[config.mk]
export PLATFORM = sky130hd
export DESIGN_NAME = spi_req_arbiter
export DESIGN_NICKNAME = d
export VERILOG_FILES = /design/src/rtl/spi_req_arbiter.sv
export SDC_FILE = /design/constraint.sdc
export NUM_CORES = 1
export LEC_CHECK = 0
export ABC_CLOCK_PERIOD_IN_PS = 3200
export CORE_MARGIN = 4
export CORE_UTILIZATION = 44
export CTS_CLUSTER_DIAMETER = 30
export DETAILED_ROUTE_END_ITERATION = 10
export PLACE_DENSITY = 0.78
export SETUP_SLACK_MARGIN = 0.15
export SLEW_MARGIN = 20
export SYNTH_ARGS = -nofsm -noshare
export SYNTH_HDL_FRONTEND = slang
export SYNTH_SLANG_ARGS = --single-unit
[constraint.sdc]
create_clock -name clk -period 3.2 [get_ports clk]
set_clock_uncertainty 0.2 [all_clocks]
set_input_delay 0.64 -clock clk [delete_from_list [all_inputs] [get_ports clk]]
set_output_delay 0.64 -clock clk [all_outputs]
set_load 0.01 [all_outputs]
[src/rtl/spi_req_arbiter.sv]
// Two-port round-robin arbiter in front of a single SPI engine.
// Handles grant, engine handshake with timeout, completion reporting and the mandatory idle gap.
module spi_req_arbiter #(
    parameter int GAP_CYCLES = 4,
    parameter int TIMEOUT    = 1024
) (
    input  logic        clk,
    input  logic        rstn,
    input  logic        req0,
    input  logic [31:0] tx0,
    output logic        done0,
    input  logic        req1,
    input  logic [31:0] tx1,
    output logic        done1,
    output logic [31:0] rx_data,
    output logic        err,
    output logic        busy,
    output logic        eng_start,
    output logic [31:0] eng_tx,
    input  logic        eng_done,
    input  logic [31:0] eng_rx
);

    typedef enum logic [1:0] {
        IDLE  = 2'd0,
        START = 2'd1,
        WAIT  = 2'd2,
        GAP   = 2'd3
    } state_t;

    // WAIT is entered one cycle after eng_start, so the last WAIT cycle carries count TIMEOUT-2.
    localparam logic [15:0] TO_LAST  = 16'(TIMEOUT - 2);
    localparam logic [7:0]  GAP_LAST = 8'(GAP_CYCLES - 1);

    state_t      state_q, state_d;
    logic        owner_q, owner_d;
    logic        last_q, last_d;
    logic [31:0] eng_tx_q, eng_tx_d;
    logic [31:0] rx_q, rx_d;
    logic        err_q, err_d;
    logic        done0_q, done0_d;
    logic        done1_q, done1_d;
    logic [15:0] cnt_q, cnt_d;
    logic [7:0]  gap_q, gap_d;
    logic        grant;

    always_ff @(posedge clk or negedge rstn) begin
        if (!rstn) begin
            state_q  <= IDLE;
            owner_q  <= 1'b0;
            last_q   <= 1'b1;
            eng_tx_q <= '0;
            rx_q     <= '0;
            err_q    <= 1'b0;
            done0_q  <= 1'b0;
            done1_q  <= 1'b0;
            cnt_q    <= '0;
            gap_q    <= '0;
        end else begin
            state_q  <= state_d;
            owner_q  <= owner_d;
            last_q   <= last_d;
            eng_tx_q <= eng_tx_d;
            rx_q     <= rx_d;
            err_q    <= err_d;
            done0_q  <= done0_d;
            done1_q  <= done1_d;
            cnt_q    <= cnt_d;
            gap_q    <= gap_d;
        end
    end

    always_comb begin
        state_d  = state_q;
        owner_d  = owner_q;
        last_d   = last_q;
        eng_tx_d = eng_tx_q;
        rx_d     = rx_q;
        err_d    = err_q;
        done0_d  = 1'b0;
        done1_d  = 1'b0;
        cnt_d    = cnt_q;
        gap_d    = gap_q;
        grant    = 1'b0;

        case (state_q)
            IDLE: begin
                if (req0 || req1) begin
                    // last_q holds the port served most recently; a tie goes to the other one.
                    grant    = (req0 && req1) ? ~last_q : req1;
                    owner_d  = grant;
                    eng_tx_d = grant ? tx1 : tx0;
                    state_d  = START;
                end
            end
            START: begin
                cnt_d   = '0;
                state_d = WAIT;
            end
            WAIT: begin
                if (eng_done || (cnt_q == TO_LAST)) begin
                    rx_d    = eng_done ? eng_rx : 32'd0;
                    err_d   = ~eng_done;
                    done0_d = ~owner_q;
                    done1_d = owner_q;
                    last_d  = owner_q;
                    gap_d   = '0;
                    state_d = GAP;
                end else begin
                    cnt_d = cnt_q + 16'd1;
                end
            end
            GAP: begin
                if (gap_q == GAP_LAST) begin
                    state_d = IDLE;
                end else begin
                    gap_d = gap_q + 8'd1;
                end
            end
            default: state_d = IDLE;
        endcase
    end

    assign eng_start = (state_q == START);
    assign busy      = (state_q != IDLE);
    assign eng_tx    = eng_tx_q;
    assign rx_data   = rx_q;
    assign err       = err_q;
    assign done0     = done0_q;
    assign done1     = done1_q;

endmodule

# Yosys cells after proc, flatten, opt, wreduce, memory -nomap -nowiden
# Cells that the tools add are included.
# word_totals
regBits,95
latch_bits,0
ramBits,0
romBits,0
in_bits,101
output_inout_bits,69
wordCells,53
memories,0
# classes
n_addsub,2
n_mul,0
div,0
n_lt_le_gt_ge,0
n_eq_ne,10
shift,0
mux,16
bitwise,3
n_reduce_logical,12
# op_table
cell,count
2-to-1 mux 32 bit,2
case mux 16 bit (2 select lines),1
adder 16 x 1 -> 16 bit (second input constant),1
equality test 16 x 10 -> 1 bit (second input constant),1
2-to-1 mux 16 bit,1
2-to-1 mux 8 bit,2
case mux 8 bit (2 select lines),1
inequality test 2 bit (second input constant),5
adder 8 x 1 -> 8 bit (second input constant),1
equality test 8 x 2 -> 1 bit (second input constant),1
case mux 2 bit (4 select lines),1
2-to-1 mux 2 bit,3
AND reduction 2 bit,3
AND reduction 3 bit,2
nonzero test 2 bit,3
2-to-1 mux 1 bit,5
equality test 2 bit (second input constant),2
inverter 1 bit,3
equality test 2 x 1 -> 1 bit (second input constant),1
logical NOT 2 bit,1
logical OR 1 bit,2
logical AND 1 bit,1

# Longest topological paths before layout
# Gate-level depths: netlist (run 1).
# logic_depth
ltp_word,4
ltp_mapped,8

# Worst setup path after synthesis (run 1)
# Ideal clock, no wire load.
# synth_path
path_type,flip-flop to flip-flop
start,reg cnt_q[0]
end,reg state_q[1]
setup_ps,128
arrival_ps,2246
t_required_ps,2872
path_slack_ps,626
stages_incl_launch_ff,8
n_path_buf,0
cell_sequence,dfrtp_1 > inv_1 > ha_1 > or4b_4 > nor4_4 > nor2_4 > a211oi_2 > mux2_1
# synth_between
elab_chain_len,4
# synth_lines
item,line,rtl
from (decl),43,"logic [15:0] cnt_q, cnt_d;"
from (signal assigned),68,cnt_q <= cnt_d;
equality test 16 x 10 -> 1 bit,101,if (eng_done || (cnt_q == TO_LAST)) begin
logical OR 1 bit,101,
inequality test 2 bit (no source line),-,
AND reduction 3 bit (no source line),-,
to (signal assigned),60,state_q <= state_d;
to (decl),35,"state_t state_q, state_d;"
# No other way between the ends.
# A chain may end at the register's enable or synchronous reset.

# Final worst setup path (run 1)
# layout_path
start,reg cnt_q[0]
end,reg cnt_q[10]
# layout_between
elab_chain_len,4
# layout_lines
item
branches (longest 4 deep; another with adder 16 x 1 -> 16 bit)
# Several ways; the timed one is not identified. The select of a mux whose other input is x is not followed.

==> metrics.csv, run 1 <==
stage;metric;value;unit
outcome;run status;completed;
drt;detail-routed net length per standard cell;17.0;um
global_route;most heavily used metal layer in global routing;met2;
hold_path;Hold WC Path Type;input pin to asynchronous set/reset pin;
finish;top library cells by usage in the layout, fill and taps aside;sky130_fd_sc_hd__clkdlybuf4s50_1, sky130_fd_sc_hd__dfrtp_1, sky130_fd_sc_hd__nand2_1, sky130_fd_sc_hd__o21ai_0, sky130_fd_sc_hd__mux2i_1;
synth;main flop type after synthesis;sky130_fd_sc_hd__dfrtp_1;
critical_path;Stages on worst setup path;7;
critical_path;delay-heaviest family, CP;simple AND/OR/NAND/NOR gates;
floorplan;top-level I/O count;170;
critical_path;critical path type;flop to flop;
placed_design;PortBufs;169;
timing;setup repair after global routing missed its margin;no;
global_route;global routing usage summed across all routing layers;20.3;%
cts;sink count of the clock tree;95;
cts;number of buffers inserted by post-CTS setup repair;0;
global_route;number of global-route vias before repair;3711;
floorplan;placeable core region;9370;sq um
synth;fraction of synthesis flops using an asynchronous set or reset pin;100;%
placed_design;DP Cell Count;671;
global_route;met2 Track Usage GR;34.7;%
drt;via count normalized by instance count;5.29;
timing;Max Freq;0.355;GHz
timing;final hold vios;0;
drt;via count of the routed design;3637;
critical_path;termination of the worst setup path;cnt_q[10]$_DFFE_PN0P_;
placed_design;GPL Wtd Cong;0.896;
finish;most common cell after layout, fill and taps aside;sky130_fd_sc_hd__clkdlybuf4s50_1;
finish;post-layout net count;661;
synth;netlist area before placement;4300;sq um
global_route;initial antenna violation count;0;
global_route;grt ovf;0;
cts;Skew-Pair Late Insertion Delay;0.35;ns
finish;Layout Area Growth over Synthesis;47.1;%
timing;normalized max-slew margin;38.9;%
power;fraction of power spent switching nets;35.7;%
finish;Final Non-Filler Cells;687;
cts;total CTS buffers;9;
floorplan;number of placement rows;35;
synth;count of mapped cells out of synthesis;386;
timing;Setup TNS Final;0;ns
floorplan;Die ar.;11400;sq um
synth;portion of the post-synthesis area used by sequential elements;55.4;%
synth;number of distinct library cells after synthesis;49;
critical_path;start point of the critical path;cnt_q[0]$_DFFE_PN0P_;
critical_path;WP buf/inv;1;
global_route;maximum number of pins on one net before global-route repair;51;
floorplan;effective utilization at floorplan;45.8;%
finish;total area of sequential cells;2380;sq um
critical_path;CP startpoint kind;flop;
timing;worst slew pin tran;0.912;ns
finish;fraction of layout cells with a size suffix above 1;6.27;%
cts;TritonCTS clock tree;yes;
drt;Post-Route WL;11700;um
critical_path;maximum cell stage delay along the critical path;0.49;ns
cts;clock root buffer;sky130_fd_sc_hd__clkbuf_8;
synth;net count after synthesis;494;
timing;Final setup viols;0;
floorplan;DIE HEIGHT;107;um
timing;final critical-path share of the clock period;88.1;%
power;leakage power;2.74;nW
synth;post-synthesis register bit count;95;
timing;shortest period the worst path allows;2.82;ns
critical_path;cell-by-cell trace of the critical path;inv_1 -> ha_1 -> or4b_4 -> nor4_4 -> nand2b_1 -> mux2_1 -> o31ai_1;
critical_path;worst reg2reg path startpoint;cnt_q[0]$_DFFE_PN0P_;
critical_path;CP required;3.24;ns
global_route;met1 track utilization from global routing;26.6;%
timing;final slew viol count;0;
floorplan;DIE WIDTH;107;um
drt;number of DRC violations after detailed routing;0;
power;part of the power in registers;39.1;%
drt;Iter 0 DRT Violations;274;
power;Comb pwr share;46.2;%
drt;Pre-Repair DR Iteration Count;4;
critical_path;crit path capture type;flop;
synth;number of flops mapped to enable cells by yosys;0;
drt;count of nets left with antenna violations after detail routing;0;
cts;maximum root-to-sink buffer count;2;
power;overall power;5.02;mW
power;Net Sw Power;1.79;mW
cts;deepest level of the CTS H-tree;3;
power;cell internal pwr;3.23;mW
global_route;first-pass GRT wire length;18700;um
power;relative contribution of the clock network to total power;14.7;%
critical_path;largest fanout of any net on the critical path;10;
power;worst voltage drop across the vdd grid;382;uV
finish;Multi-input gate area;1800;sq um
synth;mean cell area of the mapped netlist;11.1;sq um
flow_run;maximum capacitance violations;0;
synth;YS warnings;0;
finish;antenna fix cells;0;
critical_path;Slowest-stage cell, CP;sky130_fd_sc_hd__nor4_4;
power;pwr/cell area;794;nW/um^2
cts;Clk pin slew, worst setup/hold paths;0.10;ns
global_route;met3 Resource Use GR;2.83;%
critical_path;WP data arrival;2.86;ns
critical_path;reg2reg end;cnt_q[10]$_DFFE_PN0P_;
critical_path;depth of the worst register-to-register path;7;
placed_design;Final HPWL DP;8920;um
finish;fillers;755;
critical_path;reg2reg setup slack;0.38;ns
## flip-flops by register name, summed over array words and instances, names as in the netlist
name / count
eng_tx: 32
done0: 1
rx_data: 32
done1: 1
owner_q: 1
gap_q: 8
state_q: 2
cnt_q: 16
err: 1
last_q: 1
## power by group through the flow
stage | clock, mW | combinational, mW | sequential [mW]
after detailed placement | 0 | 2.34 | 1.98
after floorplan | 0 | 0.925 | 2.13
after global routing | 0.817 | 2.52 | 2.03
after global placement | 0 | 2.27 | 1.96
final | 0.736 | 2.32 | 1.96
after CTS | 0.760 | 2.35 | 1.96
## cells by family (layout without fill, tap and decap cells)
kind of cell               Yosys count  in the layout  share of synthesized area, %
AOI/OAI and AO/OA                  105            105                          17.0
xor gates and xnor gates             1              1                         0.204
adders and majority gates            7              7                          2.04
buffers and inverters               30            202                          3.26
DFF                                 95             95                          55.4
muxes                               41             41                          9.64
and+or+nand+nor                    107            107                          12.5
## per-layer routing
| layer | wire length, um | part of all wire [%] |
|---|---|---|
| met2 | 6070 | 52 |
| met5 | 0 | 0 |
| met3 | 499 | 4.3 |
| met4 | 221 | 1.9 |
| met1 | 4880 | 42 |
## worst register-to-register path: stages, from the launching register on
cell	delay (ns)
sky130_fd_sc_hd__dfrtp_1	0.45
sky130_fd_sc_hd__inv_1	0.08
sky130_fd_sc_hd__ha_1	0.15
sky130_fd_sc_hd__or4b_4	0.47
sky130_fd_sc_hd__nor4_4	0.49
sky130_fd_sc_hd__nand2b_1	0.40
sky130_fd_sc_hd__mux2_1	0.38
sky130_fd_sc_hd__o31ai_1	0.09
## through the flow
| step | hold slack (ns) | instance area [sq um] | setup slack [ns] | utilization (%) |
|---|---|---|---|---|
| floorplan | 0.144 | 4300 | 0.626 | - |
| global placement | 0.249 | 6140 | 0.480 | 65.5 |
| detailed placement | 0.260 | 6140 | 0.322 | 65.5 |
| CTS | 0.124 | 6320 | 0.256 | 67.4 |
| global route | 0.148 | 6320 | 0.230 | 67.4 |
| finish | 0.0920 | 6320 | 0.381 | 67.4 |
## what timing repair did
action                                  CTS  global route
endpoints found under the setup margin    0             1
hold buffers                              0             0
gates resized for setup                   0             0
## Yosys cell counts (2+ instances only)
cell type                  count  area share (%)
sky130_fd_sc_hd__nor2_1        9            0.79
sky130_fd_sc_hd__a31oi_1       2            0.29
sky130_fd_sc_hd__nand3_1      15             1.7
sky130_fd_sc_hd__buf_6         3            0.79
sky130_fd_sc_hd__or3_1         4            0.58
sky130_fd_sc_hd__and3_1        2            0.29
sky130_fd_sc_hd__nor2b_1       2            0.29
sky130_fd_sc_hd__nand3b_1      2            0.35
sky130_fd_sc_hd__o21ai_0      42             4.9
sky130_fd_sc_hd__inv_1         8            0.70
sky130_fd_sc_hd__a21oi_1       3            0.35
sky130_fd_sc_hd__o31ai_1       6             1.0
sky130_fd_sc_hd__nor3_1        4            0.47
sky130_fd_sc_hd__dfrtp_1      94              55
sky130_fd_sc_hd__o21ai_1       2            0.23
sky130_fd_sc_hd__a22o_1       33             6.7
sky130_fd_sc_hd__o211ai_1      6             1.0
sky130_fd_sc_hd__nand4_1       5            0.73
sky130_fd_sc_hd__nand2b_1      5            0.73
sky130_fd_sc_hd__clkbuf_1     16             1.4
sky130_fd_sc_hd__a21o_1        2            0.35
sky130_fd_sc_hd__mux2_1        2            0.52
sky130_fd_sc_hd__mux2i_1      38             8.9
sky130_fd_sc_hd__ha_1          7             2.0
sky130_fd_sc_hd__nand2_1      50             4.4
## area by class of cell
class | count | area share [%]
Inverter | 8 | 0.475
Multi-Input combinational cell | 261 | 28.5
Tap cell | 129 | 2.55
Sequential cell | 95 | 37.6
Clock inverter | 6 | 0.832
Timing Repair Buffer | 178 | 28.0
Clock buffer | 10 | 2.02
## worst min-delay path by stage
stage,from,end,slack [ns],cells after the start
after floorplan,rstn,cnt_q[0]$_DFFE_PN0P_,0.14,0
after global placement,owner_q$_DFFE_PN0P_,done0$_DFF_PN0_,0.25,1
after detailed placement,owner_q$_DFFE_PN0P_,done0$_DFF_PN0_,0.26,1
after CTS,rstn,cnt_q[2]$_DFFE_PN0P_,0.12,1
after global routing,rstn,cnt_q[15]$_DFFE_PN0P_,0.15,1
final,rstn,cnt_q[12]$_DFFE_PN0P_,0.09,1
Power figures use the tool's default switching activity.
==> run 2: changes to the inputs <==
- MAX_ROUTING_LAYER: default -> met4
==> run 2 against run 1 <==
Compared with the run above:
- register-to-register slack lost 0.02 ns
- routed wire length grew 0.30%
- die area is the same
- sequential share of layout area is the same
- sequential power is essentially flat
- largest cell class unchanged
==> metrics.csv, run 2 (synthesis results as in run 1) <==
stage;metric;value;unit
outcome;run status;completed;
global_route;maximum number of pins on one net before global-route repair;51;
drt;Pre-Repair DR Iteration Count;4;
placed_design;post-place setup slack;0.322;ns
critical_path;maximum cell stage delay along the critical path;0.50;ns
floorplan;effective utilization at floorplan;45.8;%
finish;post-layout net count;661;
drt;via count normalized by instance count;5.27;
floorplan;DIE WIDTH;107;um
flow_run;maximum capacitance violations;0;
cts;TritonCTS clock tree;yes;
cts;total CTS buffers;9;
drt;via count of the routed design;3622;
drt;number of DRC violations after detailed routing;0;
cts;maximum root-to-sink buffer count;2;
cts;deepest level of the CTS H-tree;3;
critical_path;worst reg2reg path startpoint;cnt_q[0]$_DFFE_PN0P_;
timing;Max Freq;0.353;GHz
timing;worst hold margin;0.0955;ns
timing;normalized max-slew margin;37.3;%
placed_design;Final HPWL DP;8920;um
cts;Skew-Pair Late Insertion Delay;0.35;ns
floorplan;Die ar.;11400;sq um
timing;Setup TNS Final;0;ns
critical_path;start point of the critical path;cnt_q[0]$_DFFE_PN0P_;
drt;Iter 0 DRT Violations;272;
finish;fillers;755;
timing;final slew viol count;0;
placed_design;DP Area;6140;sq um
global_route;first-pass GRT wire length;18700;um
power;pwr/cell area;794;nW/um^2
global_route;global routing usage summed across all routing layers;20.8;%
floorplan;placeable core region;9370;sq um
floorplan;top-level I/O count;170;
floorplan;number of placement rows;35;
timing;final hold vios;0;
critical_path;cell-by-cell trace of the critical path;inv_1 -> ha_1 -> or4b_4 -> nor4_4 -> nand2b_1 -> mux2_1 -> o31ai_1;
timing;final worst setup slack;0.365;ns
finish;most common cell after layout, fill and taps aside;sky130_fd_sc_hd__clkdlybuf4s50_1;
cts;sink count of the clock tree;95;
timing;final critical-path share of the clock period;88.6;%
timing;Final setup viols;0;
critical_path;CP startpoint kind;flop;
power;worst voltage drop across the vdd grid;382;uV
critical_path;critical path type;flop to flop;
hold_path;Hold WC Path Type;input pin to asynchronous set/reset pin;
finish;total area of sequential cells;2380;sq um
timing;worst slew pin tran;0.937;ns
finish;top library cells by usage in the layout, fill and taps aside;sky130_fd_sc_hd__clkdlybuf4s50_1, sky130_fd_sc_hd__dfrtp_1, sky130_fd_sc_hd__nand2_1, sky130_fd_sc_hd__o21ai_0, sky130_fd_sc_hd__mux2i_1;
critical_path;Slowest-stage cell, CP;sky130_fd_sc_hd__nor4_4;
placed_design;PortBufs;169;
timing;setup repair after global routing missed its margin;no;
critical_path;largest fanout of any net on the critical path;10;
cts;# resized after CTS;0;
drt;count of nets left with antenna violations after detail routing;0;
floorplan;DIE HEIGHT;107;um
critical_path;crit path capture type;flop;
power;leakage power;2.74;nW
finish;final design area excluding fillers;6320;sq um
finish;Core Util, Final;67.4;%
cts;clock root buffer;sky130_fd_sc_hd__clkbuf_8;
critical_path;CP required;3.24;ns
finish;Multi-input gate area;1800;sq um
global_route;number of global-route vias before repair;3709;
timing;shortest period the worst path allows;2.84;ns
placed_design;GPL Wtd Cong;0.911;
drt;detail-routed net length per standard cell;17.0;um
critical_path;WP data arrival;2.88;ns
finish;fraction of layout cells with a size suffix above 1;6.27;%
global_route;initial antenna violation count;0;
finish;Layout Area Growth over Synthesis;47.1;%
drt;Post-Route WL;11700;um
finish;antenna fix cells;0;
cts;Clk pin slew, worst setup/hold paths;0.10;ns
global_route;grt ovf;0;
run 2: cell counts in the layout (fill, tap and decap cells not counted):
No cell type changed its count.
run 2: what timing repair did:
item	4_1_cts	5_1_grt
buffers inserted	0	0
setup endpoints to repair	0	1
hold buffers	0	0
run 2: power breakdown:
| part | switching (mW) | internal (mW) | leakage (nW) | total, mW |
|---|---|---|---|---|
| sequential | 0.291 | 1.67 | 1.21 | 1.96 |
| combinational | 1.06 | 1.26 | 1.44 | 2.32 |
| clock | 0.442 | 0.296 | 0.0854 | 0.738 |
| total | 1.79 | 3.23 | 2.74 | 5.02 |
run 2: worst paths after layout:
check | end | slack, ns | cells past startpoint
setup / recovery | cnt_q[10]$_DFFE_PN0P_ | 0.36 | 7
hold / removal | cnt_q[12]$_DFFE_PN0P_ | 0.1 | 1
setup reg to reg | cnt_q[10]$_DFFE_PN0P_ | 0.36 | 7
hold reg to reg | done0$_DFF_PN0_ | 0.27 | 1
max in group asynchronous | rx_data[31]$_DFFE_PN0P_ | 2.00 | 2
min in group clk | done0$_DFF_PN0_ | 0.27 | 1
run 2: layout make-up:
cell class | instances | share of cell area, %
clock buffer | 10 | 2.02
clock inverter | 6 | 0.832
inverter | 8 | 0.475
multi-input combinational | 261 | 28.5
sequential | 95 | 37.6
tap | 129 | 2.55
timing repair buffer | 178 | 28.0
run 2: through the flow:
stage	power (mW)	cells
global route	5.37	687
global placement	4.23	671
finish	5.02	687
CTS	5.08	687
detailed placement	4.33	671
floorplan	3.05	386
run 2: routing by layer:
layer | part of all wire (%) | GRT usage (%) | wire length, um
met5 | 0 | - | 0
met2 | 52 | 34.8 | 6070
met4 | 1.9 | 6.58 | 226
met1 | 42 | 26.7 | 4920
met3 | 4.1 | 2.53 | 480
run 2: critical path, delay by kind of cell, from the launching register on:
kind / cells / cell delay [ns]
AO/OA/AOI/OAI: 1 / 0.09
flip-flops: 1 / 0.45
buffers and inverters: 1 / 0.08
adder cells (fa/ha/maj): 1 / 0.16
multiplexers: 1 / 0.38
AND/OR/NAND/NOR: 3 / 1.37
